`config.mk`:
```
export PLATFORM = sky130hd
export DESIGN_NAME = ahb_mem_slave
export DESIGN_NICKNAME = d
export VERILOG_FILES = /design/src/rtl/ahb_mem_slave.sv
export SDC_FILE = /design/constraint.sdc
export NUM_CORES = 2
export LEC_CHECK = 0
export BUFFER_PORTS_ARGS = -buffer_cell sky130_fd_sc_hd__buf_2
export CORE_ASPECT_RATIO = 0.7
export CORE_UTILIZATION = 45
export CTS_CLUSTER_SIZE = 28
export DETAILED_ROUTE_END_ITERATION = 10
export PLACE_DENSITY = 0.59
export SKIP_LAST_GASP = 1
export SYNTH_ARGS = -nofsm -noshare
export SYNTH_HDL_FRONTEND = slang
export SYNTH_SLANG_ARGS = --single-unit
```
`constraint.sdc`:
```
create_clock -name HCLK -period 3.6 [get_ports HCLK]
set_input_delay 0.36 -clock HCLK [delete_from_list [all_inputs] [get_ports HCLK]]
set_output_delay 0.36 -clock HCLK [all_outputs]
set_load 0.1 [all_outputs]
```
`src/rtl/ahb_mem_slave.sv`:
```
// AHB-Lite memory responder: word-organised buffer with byte/halfword/word
// access, programmable wait states and the two-cycle ERROR response.
module ahb_mem_slave #(
  parameter int DATA_WIDTH  = 32,
  parameter int ADDR_WIDTH  = 16,
  parameter int MEM_DEPTH   = 64,
  parameter int WAIT_STATES = 0
) (
  input  logic                  HCLK,
  input  logic                  RESET,
  input  logic                  HSEL,
  input  logic [ADDR_WIDTH-1:0] HADDR,
  input  logic [1:0]            HTRANS,
  input  logic                  HWRITE,
  input  logic [2:0]            HSIZE,
  input  logic [2:0]            HBURST,
  input  logic [DATA_WIDTH-1:0] HWDATA,
  input  logic                  HREADY,
  output logic [DATA_WIDTH-1:0] HRDATA,
  output logic                  HREADYOUT,
  output logic                  HRESP
);

  localparam int                  IDX_W      = $clog2(MEM_DEPTH);
  localparam logic [ADDR_WIDTH:0] ADDR_LIMIT = (ADDR_WIDTH+1)'(MEM_DEPTH*4);
  localparam logic [2:0]          WS_LOAD    = 3'(WAIT_STATES);

  typedef enum logic [2:0] {
    ST_IDLE,
    ST_WAIT,
    ST_ACCESS,
    ST_ERR1,
    ST_ERR2
  } state_t;

  state_t                state;
  state_t                state_nxt;
  logic [2:0]            wait_cnt;
  logic [2:0]            wait_cnt_nxt;
  logic [ADDR_WIDTH-1:0] addr_q;
  logic                  write_q;
  logic [2:0]            size_q;
  logic [DATA_WIDTH-1:0] mem [MEM_DEPTH];

  logic                  can_accept;
  logic                  accept;
  logic                  illegal;
  logic [3:0]            lane_en;
  logic [IDX_W-1:0]      idx_q;
  logic                  unused_ok;

  assign idx_q     = addr_q[IDX_W+1:2];
  assign unused_ok = ^{HBURST, HTRANS[0], addr_q[ADDR_WIDTH-1:IDX_W+2]};

  // Legality of the transfer currently on the address bus
  always_comb begin
    illegal = 1'b0;
    if (HSIZE > 3'b010)
      illegal = 1'b1;
    if ((HSIZE == 3'b001) && HADDR[0])
      illegal = 1'b1;
    if ((HSIZE == 3'b010) && (HADDR[1:0] != 2'b00))
      illegal = 1'b1;
    if ({1'b0, HADDR} >= ADDR_LIMIT)
      illegal = 1'b1;
  end

  // Next state, wait counter and response outputs
  always_comb begin
    state_nxt    = state;
    wait_cnt_nxt = wait_cnt;
    HREADYOUT    = 1'b1;
    HRESP        = 1'b0;
    can_accept   = 1'b0;
    case (state)
      ST_IDLE:   can_accept = 1'b1;
      ST_WAIT: begin
        HREADYOUT = 1'b0;
        if (wait_cnt <= 3'd1) begin
          state_nxt    = ST_ACCESS;
          wait_cnt_nxt = '0;
        end else begin
          wait_cnt_nxt = wait_cnt - 3'd1;
        end
      end
      ST_ACCESS: can_accept = 1'b1;
      ST_ERR1: begin
        HREADYOUT = 1'b0;
        HRESP     = 1'b1;
        state_nxt = ST_ERR2;
      end
      ST_ERR2: begin
        HRESP      = 1'b1;
        can_accept = 1'b1;
      end
      default:   state_nxt = ST_IDLE;
    endcase

    accept = can_accept & HSEL & HTRANS[1] & HREADY;

    // IDLE, ACCESS and ERR2 share the address-phase decision
    if (can_accept) begin
      if (!accept) begin
        state_nxt = ST_IDLE;
      end else if (illegal) begin
        state_nxt = ST_ERR1;
      end else if (WAIT_STATES > 0) begin
        state_nxt    = ST_WAIT;
        wait_cnt_nxt = WS_LOAD;
      end else begin
        state_nxt = ST_ACCESS;
      end
    end
  end

  // Byte lanes touched by the captured transfer
  always_comb begin
    lane_en = '0;
    case (size_q)
      3'b000:  lane_en = 4'b0001 << addr_q[1:0];
      3'b001:  lane_en = addr_q[1] ? 4'b1100 : 4'b0011;
      default: lane_en = '1;
    endcase
  end

  // Read data only during a read ACCESS
  always_comb begin
    HRDATA = '0;
    if ((state == ST_ACCESS) && !write_q)
      HRDATA = mem[idx_q];
  end

  // Control state and address-phase capture
  always_ff @(posedge HCLK) begin
    if (RESET) begin
      state    <= ST_IDLE;
      wait_cnt <= '0;
      addr_q   <= '0;
      write_q  <= 1'b0;
      size_q   <= '0;
    end else begin
      state    <= state_nxt;
      wait_cnt <= wait_cnt_nxt;
      if (accept) begin
        addr_q  <= HADDR;
        write_q <= HWRITE;
        size_q  <= HSIZE;
      end
    end
  end

  // Write commit at the edge closing ACCESS; reset drops it
  always_ff @(posedge HCLK) begin
    if (!RESET && (state == ST_ACCESS) && write_q) begin
      for (int unsigned i = 0; i < 4; i++) begin
        if (lane_en[i])
          mem[idx_q][i*8 +: 8] <= HWDATA[i*8 +: 8];
      end
    end
  end

endmodule

```
Word level (Yosys, flattened, before mapping)
Memories as Yosys holds them, arrays and structs flattened. A register that Yosys moved wholly into a read port is not among the register bits.
Index checks and enable logic that the tools add are counted.
Storage, ports and cells
  input port bits: 61
  logic and storage cells: 67
  flip-flop bits (word level): 18
  memories: 1
  output and inout port bits: 34
  bits in writable memories: 2048
Cells by class
  reductions and logical operators: 14
  $lt $le $gt $ge: 3
  $add $sub $neg: 1
  bitwise gates (word level): 3
  eq/ne operators: 9
  multiplexer cells: 30
  shift-type cells: 1
Memories
  mem: words 64, width 32, read ports 1, clocked after memory_dff 1, wr ports 1, line 43  | logic [DATA_WIDTH-1:0] mem [MEM_DEPTH];
Operator list (number)
  32-bit two-way mux: 1
  1-bit two-way mux: 20
  16-bit by 9-bit >= comparator with 1-bit output, second input constant: 1
  6-bit two-way mux: 2
  3-bit by 1-bit == test with 1-bit output, second input constant: 3
  3-bit by 2-bit == test with 1-bit output, second input constant: 3
  3-bit two-way mux: 3
  3-bit one-hot mux with 3 select lines: 1
  4-bit one-hot mux with 2 select lines: 1
  3-bit logical NOT: 2
  1-bit logical AND: 5
  4-bit two-way mux: 1
  2-bit OR reduction: 2
  1-bit by 2-bit left shift with 4-bit output, first input constant: 1
  1-bit AND: 3
  3-bit == test, second input constant: 1
  3-bit by 2-bit > comparator with 1-bit output, second input constant: 1
  3-bit by 1-bit less-or-equal comparator with 1-bit output, second input constant: 1
  3-bit != test, second input constant: 1
  3-bit OR reduction: 1
  3-bit by 1-bit subtractor with 3-bit output, second input constant: 1
  1-bit logical NOT: 2
  2-bit two-way mux: 1
  2-bit by 1-bit != test with 1-bit output, second input constant: 1
  2 further kinds: 2

Longest topological paths before layout
  word-level depth: 8
  mapped depth: 10

Worst setup path before layout
Ideal clock, no wire load.
  kind: register to output
  from: reg with a tool-made name
  to: out HRDATA[2]
  cell stages (with the launch flop): 9
  path buffers: 5
  required time: 3240 ps
  data arrival time: 6124 ps
  setup slack: -2884 ps
  cells stage by stage: dfxtp_1 > buf_4 > buf_4 > buf_4 > buf_4 > buf_4 > a31oi_1 > and3_1 > a2111oi_0
RTL lines
  to (decl): line 19  | output logic [DATA_WIDTH-1:0] HRDATA,

==> qor_table.md <==
| Parameter | Reported |
| --- | --- |
| Status | finished, violations left |
| Failing checks | setup timing |
| Seq/Total Area, Yosys | 77.0% |
| Count of input and output buffers | 90 |
| Slew Limit Fails | 0 |
| Worst r2r path cells | 4 |
| Min-Delay Startpoint | HWDATA[14] |
| Antenna violations before repair | 16 |
| Via count | 41,600 |
| Flip-flop cell with the highest count after synthesis | sky130_fd_sc_hd__edfxtp_1 |
| H-tree depth | 4 |
| Cell family with most CP delay | multiplexers |
| CP required | 3240 ps |
| Slew @ Worst Pin | 1270 ps |
| Post-Route Utilization | 54.4% |
| Relative slew slack | 15.0% |
| Clock-pin slew on the worst setup and hold paths | 60 ps |
| Worst Setup Slack, final | -289 ps |
| TritonRoute pass-1 iters | 9 |
| First-pass GRT wire length | 320,000 µm |
| Pin count of the biggest net entering global routing | 65 |
| Yosys top cell area share | 76.4% |
| End point of the most critical hold path | mem[19][14]$_DFFE_PP_ |
| Inserted Clock Buffers | 187 |
| Number of antenna-violating nets in the routed design | 0 |
| Leading cell types by total area after synthesis | sky130_fd_sc_hd__edfxtp_1 (76%), sky130_fd_sc_hd__mux4_2 (16%), sky130_fd_sc_hd__mux2i_1 (1.5%) |
| Critical-path cell list | buf_12, buf_16, buf_16, buf_12, mux4_2, mux4_2, o22ai_4, a21oi_4, buf_6, buf_12 |
| Reg-to-reg critical path endpoint | mem[24][24]$_DFFE_PP_ |
| Critical path buffer and inverter count | 6 |
| Overall routed net length | 231,000 µm |
| Nets | 4,397 |
| Routed WL per cell | 33.7 µm |
| Relative contribution of combinational cells to total power | 4.5% |
| WS Path Type | flop to primary output |
| Clock power frac | 40.2% |
| Post-route DRC | 0 |
| Worst Path Max Fanout | 8 |
| Deepest clock path buffer count | 3 |
| CP max stage delay | 530 ps |
| Register-to-register setup slack | 520 ps |
| Cell Rows | 129 |
| Data arrival time of the critical path | 3530 ps |
| Max-Cap Viols | 0 |
| Gate Count Post-Synth | 3,660 |
| Classification of the worst-slack hold path | primary input to flop |
| Starting utilization of the core area | 45.4% |
| Library cell appearing most often on the critical path | sky130_fd_sc_hd__buf_12 |
| Total gr overflow | 0 |
| Clock Latency Late Sink | 820 ps |
| Hold path depth | 1 |
| Worst ir drop on vdd | 0.439 mV |
| Maximum clock frequency | 257 MHz |
| Num Clock Sinks | 2,072 |
| Sw frac | 21.1% |
| Setup repair after global routing missed its margin | yes |
| Cell-internal power | 0.0379 W |
| Die Height | 356 µm |
| Place WS | 103 ps |
| Final Wtd Congestion | 0.885 |
| Die boundary width | 508 µm |
| Die area | 181,000 µm² |
| Net switching power figure | 0.0101 W |
| Area of the core | 177,000 µm² |
| Number of warnings reported in the yosys synthesis log | 0 |
| Number of enable flip-flop cells after synthesis | 2,048 |
| Post-synthesis instance area | 80,500 µm² |
| Yosys cell types | 53 |
| Placed wire-length estimate | 147,000 µm |
| Share of async-settable or async-resettable flops after synthesis | 0% |
| Fraction of layout cells with a size suffix above 1 | 37.1% |
| Final worst-path cycle share | 108% |
| Syn avg cell area | 22.0 µm² |
| PwrDens | 498 nW/µm² |
| CTS Root Buffer Type | sky130_fd_sc_hd__clkbuf_16 |
| Count of state elements after synthesis | 2,072 |
| I/O pin total | 95 |
| Cell accounting for the most synthesized area | sky130_fd_sc_hd__edfxtp_1 |
| Clock tree skew after final layout | 32.6 ps |
| Vias in the first global route | 40,200 |
| Number of nets in the synthesized netlist | 3,723 |
| Final hold slack | 124 ps |
| Lkg Pwr | 29.8 nW |
| Launching element type of the critical path | flop |
| Proportion of power drawn by flip-flops and latches | 55.3% |
| Setup Viol. Count Final | 32 |
| Critical Path Sink Type | primary output |
| Tmin final | 3890 ps |
| Total GRT Usage | 25.7% |
| Source of the worst register-to-register timing path | addr_q[3]$_SDFFE_PP0P_ |
| Number of DRC violations after detailed-routing iteration 0 | 5,786 |
| TritonCTS clock tree | yes |
| Critical-path top delay cell | sky130_fd_sc_hd__mux4_2 |
| Final count of hold timing violations | 0 |
| Area growth syn-to-layout | 19.7% |
| Average vias per placed instance | 6.07 |
cells in the final DEF (no fill, tap or decap), types with 12 or more instances in the layout:
| cell type | Yosys | layout |
|---|---|---|
| sky130_fd_sc_hd__a21oi_2 | 0 | 12 |
| sky130_fd_sc_hd__a22oi_1 | 42 | 23 |
| sky130_fd_sc_hd__a22oi_2 | 0 | 19 |
| sky130_fd_sc_hd__buf_12 | 0 | 86 |
| sky130_fd_sc_hd__buf_16 | 0 | 33 |
| sky130_fd_sc_hd__buf_2 | 48 | 58 |
| sky130_fd_sc_hd__buf_4 | 42 | 459 |
| sky130_fd_sc_hd__buf_6 | 28 | 19 |
| sky130_fd_sc_hd__clkbuf_1 | 77 | 46 |
| sky130_fd_sc_hd__clkbuf_16 | 0 | 199 |
| sky130_fd_sc_hd__clkinv_1 | 0 | 47 |
| sky130_fd_sc_hd__clkinv_2 | 0 | 26 |
| sky130_fd_sc_hd__dfxtp_1 | 24 | 20 |
| sky130_fd_sc_hd__diode_2 | 0 | 14 |
| sky130_fd_sc_hd__dlygate4sd3_1 | 0 | 20 |
| sky130_fd_sc_hd__edfxtp_1 | 2048 | 2048 |
| sky130_fd_sc_hd__mux2_2 | 22 | 18 |
| sky130_fd_sc_hd__mux2i_1 | 123 | 92 |
| sky130_fd_sc_hd__mux2i_2 | 0 | 14 |
| sky130_fd_sc_hd__mux2i_4 | 0 | 17 |
| sky130_fd_sc_hd__mux4_2 | 560 | 560 |
| sky130_fd_sc_hd__nand2_1 | 106 | 99 |
| sky130_fd_sc_hd__nor2_1 | 318 | 305 |
| sky130_fd_sc_hd__o21ai_0 | 16 | 13 |
flip-flops by register name, summed over array words and instances, names as in the netlist, named ones only:
signal	count
state	3
size_q	3
wait_cnt	3
addr_q	8
mem	2048
write_q	1
synth_stat cells, types with 16 or more instances:
cell type	number
sky130_fd_sc_hd__mux2_2	22
sky130_fd_sc_hd__nand2_1	106
sky130_fd_sc_hd__edfxtp_1	2048
sky130_fd_sc_hd__o22ai_1	23
sky130_fd_sc_hd__mux2i_1	123
sky130_fd_sc_hd__buf_4	42
sky130_fd_sc_hd__mux4_2	560
sky130_fd_sc_hd__buf_6	28
sky130_fd_sc_hd__buf_2	48
sky130_fd_sc_hd__nor3_1	17
sky130_fd_sc_hd__a21oi_1	29
sky130_fd_sc_hd__clkbuf_1	77
sky130_fd_sc_hd__a22oi_1	42
sky130_fd_sc_hd__dfxtp_1	24
sky130_fd_sc_hd__nor2_1	318
sky130_fd_sc_hd__o21ai_0	16
worst max-delay path by stage:
stage	to	slack, ps	depth (start not counted)
2_1_floorplan	HRDATA[2]	-120	8
3_5_place_dp	HRDATA[31]	100	9
5_1_grt	HRDATA[3]	-320	10
6_report	HRDATA[3]	-290	10
4_1_cts	HRDATA[5]	-370	8
3_3_place_gp	HRDATA[3]	110	7
power by group through the flow:
stage                     combinational [W]  clock [W]  sequential [W]
after CTS                           0.00211     0.0196          0.0265
after global routing                0.00227     0.0204          0.0265
after floorplan                    0.000914          0          0.0270
final                               0.00217     0.0193          0.0265
after global placement              0.00182          0          0.0271
after detailed placement            0.00185          0          0.0271
stage by stage:
step           power [W]  cell area, µm²  instances  setup TNS, ps
3_5_place_dp      0.0289           87300       6359              0
6_report          0.0480           96400       6858          -5700
2_1_floorplan     0.0279           80600       3660           -125
4_1_cts           0.0482           95600       6805          -8230
3_3_place_gp      0.0289           87300       6359              0
5_1_grt           0.0492           96300       6846          -7890
per-layer routing:
layer | GRT usage (%) | wire length [µm] | up-vias
met1 | 38.6 | 98300 | 22400
met4 | 6.96 | 6020 | 8
met2 | 36.5 | 100000 | 2159
met5 | 0.524 | 264 | -
met3 | 7.47 | 26000 | 326
li1 | - | - | 16700
what timing repair did:
| action | CTS | global route |
|---|---|---|
| resized for setup | 234 | 84 |
| setup endpoints to repair | 32 | 32 |
| buffers inserted | 66 | 41 |
| cloned | 22 | 3 |
| endpoints found under the hold margin | 23 | 0 |
| hold buffers | 20 | 0 |
| pin swaps | 45 | 43 |
kinds of logic after synthesis:
logic type	after synthesis	share of synthesized area [%]
buffers and inverters	214	1.53
AOI/OAI and AO/OA	173	1.44
DFF	2072	77.0
adders and majority gates	2	0.0311
muxes	705	17.5
and+or+nand+nor	494	2.52
cell type report:
type                            count  area, µm²
Inverter                            7       33.8
Tap cell                         2358       2950
Sequential cell                  2072      62000
Antenna cell                       14       35.0
Clock buffer                      246       5130
Multi-Input combinational cell   1374      18400
Clock inverter                     95        658
Fill cell                       13400      80800
Timing Repair Buffer              692       7140
(Power assumes the default switching activity.)
